$ cat config.mk
export PLATFORM = sky130hd
export DESIGN_NAME = serial_slave_responder
export DESIGN_NICKNAME = d
export VERILOG_FILES = /design/src/rtl/serial_slave_responder_pkg.sv /design/src/rtl/serial_shift_rx.sv /design/src/rtl/serial_slave_responder.sv
export SDC_FILE = /design/constraint.sdc
export NUM_CORES = 1
export LEC_CHECK = 0
export ABC_CLOCK_PERIOD_IN_PS = 5400
export CAP_MARGIN = 0
export CORE_MARGIN = 2
export CORE_UTILIZATION = 50
export CTS_BUF_LIST = sky130_fd_sc_hd__clkbuf_2 sky130_fd_sc_hd__clkbuf_4 sky130_fd_sc_hd__clkbuf_8
export DETAILED_ROUTE_END_ITERATION = 6
export MAX_ROUTING_LAYER = met4
export PLACE_DENSITY = 0.74
export SLEW_MARGIN = 20
export SYNTH_ARGS = -nofsm -noshare
export SYNTH_HDL_FRONTEND = slang
export SYNTH_HIERARCHICAL = 1
export SYNTH_SLANG_ARGS = --single-unit
$ cat constraint.sdc
create_clock -name clk -period 5.4 [get_ports clk]
set_input_delay 1.08 -clock clk [delete_from_list [all_inputs] [get_ports clk]]
set_output_delay 1.08 -clock clk [all_outputs]
set_load 0.1 [all_outputs]
$ cat src/rtl/serial_slave_responder_pkg.sv
// Shared definitions for the bit-serial bus slave: state encoding, transfer mode
// constants and counter sizing. Every serial field travels LSB first (bit 0 on the wire first).
package serial_slave_responder_pkg;

    typedef enum logic [2:0] {
        ST_IDLE  = 3'd0,
        ST_ADDR  = 3'd1,
        ST_WDATA = 3'd2,
        ST_WRITE = 3'd3,
        ST_RREQ  = 3'd4,
        ST_RWAIT = 3'd5,
        ST_RDATA = 3'd6
    } state_e;

    localparam logic MODE_READ  = 1'b0;
    localparam logic MODE_WRITE = 1'b1;

    // Counter wide enough to index the longer serial field without wrapping.
    function automatic int cnt_width(input int a, input int b);
        return $clog2((a > b) ? a : b) + 1;
    endfunction

endpackage

$ cat src/rtl/serial_shift_rx.sv
// Serial-to-parallel receiver: each enabled bit lands at index [count], LSB first.
// The counter returns to zero once the last bit of the field has been taken.
module serial_shift_rx
    import serial_slave_responder_pkg::*;
#(
    parameter int WIDTH = 8,
    parameter int CNT_W = cnt_width(WIDTH, WIDTH)
) (
    input  logic             clk,
    input  logic             rstn,
    input  logic             en,
    input  logic             din,
    output logic [WIDTH-1:0] data,
    output logic             done
);

    logic [CNT_W-1:0] cnt_q, cnt_d;
    logic [WIDTH-1:0] data_q, data_d;

    always_comb begin
        data_d = data_q;
        cnt_d  = cnt_q;
        done   = en && (cnt_q == CNT_W'(WIDTH - 1));
        if (en) begin
            for (int i = 0; i < WIDTH; i++) begin
                if (cnt_q == CNT_W'(i)) begin
                    data_d[i] = din;
                end
            end
            cnt_d = done ? '0 : cnt_q + CNT_W'(1);
        end
    end

    always_ff @(posedge clk or negedge rstn) begin
        if (!rstn) begin
            cnt_q  <= '0;
            data_q <= '0;
        end else begin
            cnt_q  <= cnt_d;
            data_q <= data_d;
        end
    end

    assign data = data_q;

endmodule

$ cat src/rtl/serial_slave_responder.sv
// Slave endpoint of the bit-serial bus: receives address/write data serially,
// strobes the local memory, and streams read data back with svalid framing.
module serial_slave_responder
    import serial_slave_responder_pkg::*;
#(
    parameter int SLAVE_MEM_ADDR_WIDTH = 12,
    parameter int DATA_WIDTH           = 8,
    parameter int READ_LATENCY         = 1
) (
    input  logic                            clk,
    input  logic                            rstn,
    input  logic                            swdata,
    input  logic                            smode,
    input  logic                            mvalid,
    output logic                            srdata,
    output logic                            svalid,
    output logic                            sready,
    output logic [SLAVE_MEM_ADDR_WIDTH-1:0] mem_addr,
    output logic [DATA_WIDTH-1:0]           mem_wdata,
    output logic                            mem_wen,
    output logic                            mem_ren,
    input  logic [DATA_WIDTH-1:0]           mem_rdata
);

    localparam int CNT_W = cnt_width(SLAVE_MEM_ADDR_WIDTH, DATA_WIDTH);

    state_e                 state_q, state_d;
    logic                   mode_q, mode_d;
    logic [CNT_W-1:0]       cnt_q, cnt_d;
    logic [DATA_WIDTH-1:0]  rd_sh_q, rd_sh_d;
    logic                   srdata_q, srdata_d;
    logic                   svalid_q, svalid_d;
    logic                   wen_q, wen_d;
    logic                   ren_q, ren_d;
    logic                   addr_en, data_en, addr_done, data_done;

    // Address bit 0 is taken in IDLE together with the mode, so the receiver is live there too.
    assign addr_en = mvalid && ((state_q == ST_IDLE) || (state_q == ST_ADDR));
    assign data_en = mvalid && (state_q == ST_WDATA);

    serial_shift_rx #(.WIDTH(SLAVE_MEM_ADDR_WIDTH), .CNT_W(CNT_W)) u_addr_rx (
        .clk  (clk),
        .rstn (rstn),
        .en   (addr_en),
        .din  (swdata),
        .data (mem_addr),
        .done (addr_done)
    );

    serial_shift_rx #(.WIDTH(DATA_WIDTH), .CNT_W(CNT_W)) u_data_rx (
        .clk  (clk),
        .rstn (rstn),
        .en   (data_en),
        .din  (swdata),
        .data (mem_wdata),
        .done (data_done)
    );

    always_comb begin
        state_d  = state_q;
        mode_d   = mode_q;
        cnt_d    = cnt_q;
        rd_sh_d  = rd_sh_q;
        srdata_d = 1'b0;
        svalid_d = 1'b0;
        wen_d    = 1'b0;
        ren_d    = 1'b0;
        case (state_q)
            ST_IDLE: begin
                if (mvalid) begin
                    mode_d  = smode;
                    state_d = ST_ADDR;
                end
            end
            ST_ADDR: begin
                if (addr_done) begin
                    if (mode_q == MODE_WRITE) begin
                        state_d = ST_WDATA;
                    end else begin
                        state_d = ST_RREQ;
                        ren_d   = 1'b1;
                    end
                end
            end
            ST_WDATA: begin
                if (data_done) begin
                    state_d = ST_WRITE;
                    wen_d   = 1'b1;
                end
            end
            ST_WRITE: state_d = ST_IDLE;
            ST_RREQ: begin
                cnt_d   = CNT_W'(1);
                state_d = ST_RWAIT;
            end
            // cnt_q counts cycles since the read strobe; memory data is valid when it reaches the latency.
            ST_RWAIT: begin
                if (cnt_q == CNT_W'(READ_LATENCY)) begin
                    rd_sh_d  = mem_rdata;
                    srdata_d = mem_rdata[0];
                    svalid_d = 1'b1;
                    cnt_d    = '0;
                    state_d  = ST_RDATA;
                end else begin
                    cnt_d = cnt_q + CNT_W'(1);
                end
            end
            ST_RDATA: begin
                if (cnt_q == CNT_W'(DATA_WIDTH - 1)) begin
                    cnt_d   = '0;
                    state_d = ST_IDLE;
                end else begin
                    cnt_d    = cnt_q + CNT_W'(1);
                    rd_sh_d  = rd_sh_q >> 1;
                    srdata_d = rd_sh_q[1];
                    svalid_d = 1'b1;
                end
            end
            default: state_d = ST_IDLE;
        endcase
    end

    always_ff @(posedge clk or negedge rstn) begin
        if (!rstn) begin
            state_q  <= ST_IDLE;
            mode_q   <= MODE_READ;
            cnt_q    <= '0;
            rd_sh_q  <= '0;
            srdata_q <= 1'b0;
            svalid_q <= 1'b0;
            wen_q    <= 1'b0;
            ren_q    <= 1'b0;
        end else begin
            state_q  <= state_d;
            mode_q   <= mode_d;
            cnt_q    <= cnt_d;
            rd_sh_q  <= rd_sh_d;
            srdata_q <= srdata_d;
            svalid_q <= svalid_d;
            wen_q    <= wen_d;
            ren_q    <= ren_d;
        end
    end

    assign srdata  = srdata_q;
    assign svalid  = svalid_q;
    assign mem_wen = wen_q;
    assign mem_ren = ren_q;
    assign sready  = (state_q == ST_IDLE);

endmodule
==> results by group <==
Outcome
  – Status: finished clean

Synth
  – Unique cell type count in the Yosys netlist: 45
  – Post-synth top area share: 47.66%
  – Most common cell in the netlist: dfrtp_1
  – Post-synthesis cell count: 236
  – Number of synthesized register bits: 50
  – Post-synth top cells: dfrtp_1 (50), nand2_1 (27), nand3_1 (16)
  – Post-synth top area cell: dfrtp_1
  – Async SR Flop Fraction: 100.0%
  – Synthesized area: 2625 µm²
  – Syn Nets: 259
  – Mapped Avg Cell Area: 11.12 µm²
  – Synth top area cells: dfrtp_1 (48%), ha_1 (4.8%), mux2_1 (4.3%)
  – Syn. warnings: 6
  – Top_reg_cell synth: dfrtp_1
  – Register area share after synthesis: 47.66%
  – EDFF count, synth: 0

Timing
  – RSZ-0062 raised after global routing: false
  – Setup TNS: 0 ns
  – Hold WS: 0.4892 ns
  – Slew HR: 34.84%
  – Max-slew violations: 0
  – Final setup violation count: 0
  – Fmax: 0.2992 GHz
  – Fin crit period: 3.343 ns
  – Worst Clk Skew: 0.008696 ns
  – Final hold vios: 0
  – Fin crit share: 61.90%
  – Slew @ Worst Pin: 0.9744 ns

Clock network
  – Number of buffers created by CTS: 5
  – Clock transition at path regs: 0.09 ns
  – Max clock buf depth: 2
  – Hold-fix buffers, CTS: 0
  – CTS tree: done
  – Clock sinks: 50
  – Post-CTS setup buffers: 0
  – Clock root buffer: clkbuf_8
  – # resized after CTS: 0
  – Clock latency on the worst-skew pair: 0.30 ns
  – Htree depth: 2

Floorplan
  – Die X-Extent: 76.46 µm
  – Die span in y: 76.46 µm
  – Die area: 5845 µm²
  – Ports: 38
  – Std-Cell Rows: 26
  – Core ar.: 5075 µm²
  – Initial Utilization: 51.73%

Critical path
  – Crit Path Category: reg -> out
  – Worst setup EP type: primary output
  – Bufs and invs on worst path: 1
  – CP Max Fanout: 13
  – CP startpoint: state_q[2]$_DFFE_PN0P_
  – Reg2reg path depth: 7
  – Crit path largest cell delay: 1.17 ns
  – CP Cell Sequence: nor3_1 > clkdlybuf4s50_1
  – Crit. path cell count: 2
  – CP required: 4.32 ns
  – Cell family with most CP delay: buffers and inverters
  – Worst reg-to-reg setup slack: 2.83 ns
  – R2r endpoint: state_q[1]$_DFFE_PN0P_
  – CP startpoint kind: flip-flop
  – RR Startpoint: state_q[2]$_DFFE_PN0P_
  – Slowest stage cell on the critical path: clkdlybuf4s50_1
  – Worst EP arrival: 2.26 ns
  – CP Capture Point: sready

Pwr
  – Pwr dens: 633.2 nW/µm²
  – Power consumption: 1.974 mW
  – P_leak: 1.438 nW
  – Worst vdd ir: 0.2919 mV

Placement
  – Final GP Congestion: 0.8558
  – Detail Placement HPWL: 3292 µm
  – Port bufs: 37

GRT
  – Initial antenna violation count: 0
  – First-pass GRT wire length: 8004 µm
  – Vias in the first global route: 1754
  – GRT overflow: 0
  – Gr usage total: 17.16%
  – Largest net degree at the start of global routing: 51

Layout
  – Layout fillers: 445
  – Layout cells sized above 1: 11.90%
  – Inserted Diodes: 0
  – Layout Utilization: 61.44%
  – Nets@finish: 291
  – Area grow syn2layout: 18.78%

Route
  – Drt pass-1 iters: 4
  – Via count: 1835
  – DRT Wirelength: 4629 µm
  – Vias per cell: 5.413
  – Post-route ant nets: 0
  – DRC Markers: 0
  – DR WL/cell: 13.65 µm
  – Detailed Route Iter0 Violations: 70

Min path
  – Worst min-delay path class: reg -> reg

Run
  – Max-cap viol count: 0
state kept, by name, summed over array words and instances (netlist names):
register,flops
u_addr_rx/data,12
u_data_rx/data,8
rd_sh_q,7
cnt_q,5
u_addr_rx/cnt_q,5
u_data_rx/cnt_q,5
state_q,3
mem_ren,1
mem_wen,1
mode_q,1
srdata,1
svalid,1
layout make-up:
class	count	area (µm²)	share of cell area, %
multi-input cells	162	1252	40.17
flip-flops and latches	50	1251	40.13
repair buffers	37	367.9	11.80
well taps	70	87.58	2.809
clock buffers	6	76.32	2.448
inverters	12	45.04	1.445
clock inverters	2	37.54	1.204
where the power goes:
| group | internal (mW) | switching [mW] |
|---|---|---|
| sequential | 0.512 | 0.151 |
| clock | 0.143 | 0.124 |
| combinational | 0.316 | 0.727 |
worst min-delay path by stage:
stage / from / end / slack (ns) / depth (start not counted)
6_report: rd_sh_q[1]$_DFFE_PN0P_ / srdata$_DFF_PN0_ / 0.49 / 2
5_1_grt: rd_sh_q[1]$_DFFE_PN0P_ / srdata$_DFF_PN0_ / 0.50 / 2
4_1_cts: rd_sh_q[1]$_DFFE_PN0P_ / srdata$_DFF_PN0_ / 0.48 / 2
3_5_place_dp: rd_sh_q[1]$_DFFE_PN0P_ / srdata$_DFF_PN0_ / 0.46 / 2
3_3_place_gp: rd_sh_q[1]$_DFFE_PN0P_ / srdata$_DFF_PN0_ / 0.46 / 2
2_1_floorplan: rd_sh_q[1]$_DFFE_PN0P_ / srdata$_DFF_PN0_ / 0.44 / 2
kinds of logic (layout without fill, tap and decap cells):
group / count (synthesis) / after routing / share of synthesized area [%]
buf+inv: 24 / 57 / 4.623
flops: 50 / 50 / 47.66
compound gates: 37 / 37 / 9.343
fa+ha+maj: 10 / 10 / 4.766
mux: 26 / 26 / 11.73
simple gates: 84 / 84 / 20.21
xor+xnor: 5 / 5 / 1.669
routing by layer:
layer | track usage, % | part of all wire [%]
met5 | - | 0
met4 | 5.091 | 1.0
met2 | 27.61 | 49
met1 | 21.90 | 47
met3 | 3.791 | 3.4
worst reg2reg max path, cell delays in order, from the launching register on:
cell and delay [ns]:
dfrtp_1 0.55, nor3b_1 0.86, nand3b_2 0.22, nor3b_4 0.40, a21oi_1 0.12, nor2_1 0.11
o22ai_1 0.08, a31oi_1 0.16
per-stage QoR:
step | instances | setup slack, ns | instance area (µm²)
6_report | 339 | 2.058 | 3118
5_1_grt | 339 | 1.898 | 3118
4_1_cts | 339 | 2.042 | 3115
3_5_place_dp | 331 | 1.844 | 3002
3_3_place_gp | 331 | 1.971 | 3002
2_1_floorplan | 236 | 1.624 | 2625
cells in the final DEF (no fill, tap or decap), drive strengths merged, types with 8 or more instances in the layout:
cell type,synthesis,layout
a21oi,9,9
a31oi,8,8
clkdlybuf4s50,0,36
dfrtp,50,50
ha,10,10
inv,12,12
mux2,20,20
nand2,27,27
nand3,16,16
nor2,12,12
o21ai,11,11
Note: power is estimated with default switching activity, not from simulation.
